`src/rtl/pipe_exec_controller.sv`:
```
// Execution sequencer for the 5-stage pipeline: run / single-step / pause, halt on MEM/WB marker.
// Optional run watchdog is compiled in with `define PIPE_WATCHDOG_EN.
module pipe_exec_controller #(
  parameter int NB_CNT     = 32,
  parameter int WDOG_LIMIT = 1024
) (
  input  logic              clock_i,
  input  logic              reset_i,
  input  logic              run_i,
  input  logic              step_i,
  input  logic              stop_i,
  input  logic              clear_i,
  input  logic              halt_wb_i,
  output logic              enable_pipe_o,
  output logic              busy_o,
  output logic              halted_o,
  output logic [1:0]        state_o,
  output logic [NB_CNT-1:0] cycle_count_o,
  output logic              timeout_o
);

  typedef enum logic [1:0] {
    IDLE   = 2'b00,
    RUN    = 2'b01,
    STEP   = 2'b10,
    HALTED = 2'b11
  } state_t;

  state_t            state_q, state_d;
  logic [NB_CNT-1:0] cnt_q, cnt_d;
  logic              enabled;

  // A non-positive limit would make the watchdog meaningless.
  if (WDOG_LIMIT < 1) begin : g_bad_wdog_limit
  end

  assign enabled = (state_q == RUN) || (state_q == STEP);

`ifdef PIPE_WATCHDOG_EN
  logic timeout_q, timeout_d;
  logic wdog_hit;

  assign wdog_hit  = (cnt_q == NB_CNT'(WDOG_LIMIT - 1));
  assign timeout_o = timeout_q;
`else
  assign timeout_o = 1'b0;
`endif

  always_comb begin
    state_d = state_q;
    cnt_d   = cnt_q;
`ifdef PIPE_WATCHDOG_EN
    timeout_d = timeout_q;
`endif
    // Every enabled edge counts, including the one that leaves for HALTED.
    if (enabled && (cnt_q != {NB_CNT{1'b1}})) cnt_d = cnt_q + 1'b1;

    case (state_q)
      IDLE: begin
        if (run_i)        state_d = RUN;
        else if (step_i)  state_d = STEP;
        else if (clear_i) cnt_d   = '0;
      end
      RUN: begin
        if (halt_wb_i) state_d = HALTED;
`ifdef PIPE_WATCHDOG_EN
        else if (wdog_hit) begin
          state_d   = HALTED;
          timeout_d = 1'b1;
        end
`endif
        else if (stop_i) state_d = IDLE;
      end
      STEP: begin
        state_d = halt_wb_i ? HALTED : IDLE;
      end
      HALTED: begin
        if (clear_i) begin
          state_d = IDLE;
          cnt_d   = '0;
`ifdef PIPE_WATCHDOG_EN
          timeout_d = 1'b0;
`endif
        end
      end
      default: state_d = IDLE;
    endcase
  end

  always_ff @(posedge clock_i or negedge reset_i) begin
    if (!reset_i) begin
      state_q <= IDLE;
      cnt_q   <= '0;
`ifdef PIPE_WATCHDOG_EN
      timeout_q <= 1'b0;
`endif
    end else begin
      state_q <= state_d;
      cnt_q   <= cnt_d;
`ifdef PIPE_WATCHDOG_EN
      timeout_q <= timeout_d;
`endif
    end
  end

  // Decoded straight from the state register so reset drops the enable asynchronously.
  assign enable_pipe_o = enabled;
  assign busy_o        = enabled;
  assign halted_o      = (state_q == HALTED);
  assign state_o       = state_q;
  assign cycle_count_o = cnt_q;

endmodule

```
`config.mk`:
```
export PLATFORM = sky130hd
export DESIGN_NAME = pipe_exec_controller
export DESIGN_NICKNAME = d
export VERILOG_FILES = /design/src/rtl/pipe_exec_controller.sv
export SDC_FILE = /design/constraint.sdc
export NUM_CORES = 1
export LEC_CHECK = 0
export CAP_MARGIN = 20
export CORE_ASPECT_RATIO = 2
export CORE_UTILIZATION = 47
export CTS_BUF_LIST = sky130_fd_sc_hd__clkbuf_8
export DETAILED_ROUTE_END_ITERATION = 12
export GPL_ROUTABILITY_DRIVEN = 0
export GPL_TIMING_DRIVEN = 0
export HOLD_SLACK_MARGIN = 0.05
export PLACE_DENSITY = 0.8
export RECOVER_POWER = 50
export SLEW_MARGIN = 15
export SYNTH_ARGS = -nofsm -noshare
export SYNTH_HDL_FRONTEND = slang
export SYNTH_SLANG_ARGS = --single-unit
export TNS_END_PERCENT = 5
```
`constraint.sdc`:
```
create_clock -name clock_i -period 2.2 [get_ports clock_i]
set_input_delay 0.22 -clock clock_i [delete_from_list [all_inputs] [get_ports clock_i]]
set_output_delay 0.22 -clock clock_i [all_outputs]
set_load 0.02 [all_outputs]
```
==> flow_summary.toml <==
[global_route]
grt_pass1_wl_microns = 9720
grt_usage = 0.275
grt_overflow = 0
antenna_found_initial = 0
grt_pass1_vias = 2127
grt_max_degree = 29

[synthesis]
yosys.area_share.simple = 0.321
synth_xor_area_frac = 0.00429
synth_commonest_cells = "dfrtp_1 (34), nand2_1 (23), a21oi_1 (20)"
synth_top_family_by_area = "simple AND/OR/NAND/NOR gates"
netlist_instances = 233
synth_flop_cell = "dfrtp_1"
synth_fa_ha_area_frac = 0.0245
synth_edf_count = 0
ys_ff_latch = 34
synthMostInstantiatedCell = "dfrtp_1"
yosys_warnings = 0
synth_compound_area_frac = 0.178
syn_area_sq_um = 2040
synth.avg_cell_area_sq_um = 8.76
synth.distinct_cells = 43
synth_area_leader_cell = "dfrtp_1"
syn-num-nets = 244
yosysSeqAreaShare = 0.417
async_flop_share = 1.00
synth_top_area_share = 0.417
synthMuxAreaShare = 0.0153
synth.top_cells.by_area = "dfrtp_1 (42%), or4_1 (5.5%), a21oi_1 (4.9%)"

[die]
coreArea_sq_um = 4130
initial_utilization = 0.495
die_w_microns = 48.6
io_pins = 45
die_y_microns = 95.2
dieArea_sq_um = 4630
rows = 33

[cts]
cts.sinks = 34
cts_tree = "yes"
cts_made_buffers = 5
cts.clk_slew.worst_paths_ps = 70
clk_path_buf_depth = 2
cts_max_level = 2
root_buffer = "clkbuf_8"
clk_latency_ps = 280

[timing]
skew_ps = 4.56
slew-limit-headroom = 0.505
fin_crit_sh = 1.04
rsz0062_at_grt = "true"
fin_ws_ps = -94.4
setup_viol = 15
final.min_clock_period_ps = 2290
tightest_slew_ps = 742
fmax_mhz = 436
finalHoldViolCount = 0
drv_slew = 0

[placed_design]
hpwl_microns = 4310
pre_cts_slack_ps = -534
placed_cells = 331
placed_area_sq_um = 2600
io_buffers = 43

[setup_path]
slowest_stage = "or4_4"
cpPeakStageDelay_ps = 530
setup.worst_path.end_class = "flop"
required_ps = 2370
crit_path_max_fanout = 10
crit_type = "flop to flop"
cp_cell_sequence = "and4_4, nand4_1, clkbuf_4, or4_4, and2_4, mux2_2"
r2r_cells = 6
worstPathArrival_ps = 2470
start_kind = "flop"

[finish]
diodes = 0
fin_util = 0.700
fin_nets = 311
final_layout_size_suffix_gt1_frac = 0.203
final_cells = 353
areaGrowthSynthToFinish_pct = 41.5
fin_area_sq_um = 2890

[detailed_routing]
first_pass_iters = 4
drcViolationCount = 0
antenna_left = 0
via_count = 2232
vias_per_cell = 6.32
routed_wl_microns = 6170
drt-initial-drc-count = 72
wl_per_cell_microns = 17.5

[pwr]
seq_power_share = 0.300
p_int_uw = 1350
vdd_ir_drop_max_mv = 0.761
powerDensity_nw_per_um2 = 833
p_sw_uw = 1050
p_leak_uw = 0.00111
clkPwrFrac = 0.195
power_uw = 2410
swShare = 0.438
share_comb_of_total_power = 0.504

[flow_run]
drv_cap = 0

[worst_hold_path]
hold_class = "primary input to asynchronous set/reset pin"

[status]
outcome = "finished with violations"
violations = "setup timing"
-- metrics by stage --
| step | setup TNS, ps | hold slack [ps] |
|---|---|---|
| finish | -605 | 345 |
| global route | -2380 | 369 |
| CTS | -704 | 295 |
| detailed placement | -6950 | 70.9 |
| global placement | -9640 | 502 |
| floorplan | -218 | -75.6 |
-- power by group through the flow --
stage	clock network, uW	logic (uW)	registers [uW]
3_5_place_dp	0	1120	732
5_1_grt	498	1290	730
2_1_floorplan	0	601	770
4_1_cts	477	1150	721
3_3_place_gp	0	1070	732
6_report	470	1210	723
-- path summary, 6_finish.rpt --
check / start / to / slack (ps)
min in group clock_i: cycle_count_o[21] / cycle_count_o[21] / 570
max: cycle_count_o[14] / cycle_count_o[0] / -90
max reg2reg: cycle_count_o[14] / cycle_count_o[0] / -90
min: reset_i / state_o[1] / 340
min reg2reg: cycle_count_o[21] / cycle_count_o[21] / 570
max in group asynchronous: reset_i / cycle_count_o[6] / 770
-- what timing repair did --
action	in CTS	in global routing
gates resized for setup	11	16
pin swaps	1	14
hold buffers	1	0
endpoints found under the hold margin	34	0
setup endpoints to repair	32	35
setup buffers	6	7
cloned	0	1
-- critical path: cells and delay by family (launching register included) --
family,cells,cell delay [ps]
mux,1,250
buf+inv,1,260
simple gates,4,1210
flops,1,460
-- final cells by class --
type | count | area, sq um
buffer | 10 | 68.8
clock buffer | 6 | 82.6
clock inverter | 2 | 7.51
fill | 323 | 1240
inverter | 7 | 26.3
multi-input combinational | 181 | 1200
sequential | 34 | 862
tap | 52 | 65.1
timing repair buffer | 61 | 572
-- state kept, by name, summed over array words and instances (netlist names) --
signal	flops
cycle_count_o	32
state_o	2
-- cell families (layout without fill, tap and decap cells) --
logic type,count (synthesis),in the layout
AO/OA/AOI/OAI,59,59
XOR/XNOR,1,1
adder cells (fa/ha/maj),4,4
buffers and inverters,18,86
flip-flops,34,34
multiplexers,3,3
other,1,1
AND/OR/NAND/NOR,113,113
-- placed cells by master (no fill, tap or decap), drive strengths merged, types with 8 or more instances in the layout --
cell / Yosys / routed
clkdlybuf4s50: 0 / 40
dfrtp: 34 / 34
nand2: 23 / 23
a21oi: 20 / 20
buf: 3 / 19
nand3: 16 / 16
o21ai: 15 / 15
or4: 15 / 15
clkbuf: 8 / 15
or3: 13 / 13
inv: 7 / 9
o31ai: 9 / 9
nand4: 8 / 8
nor2: 8 / 8
-- per-layer routing --
layer / global-route usage / part of all wire
met3: 0.0351 / 0.041
met5: 0 / 0
met4: 0.221 / 0.057
met2: 0.495 / 0.54
met1: 0.281 / 0.36
Power figures use the tool's default switching activity.
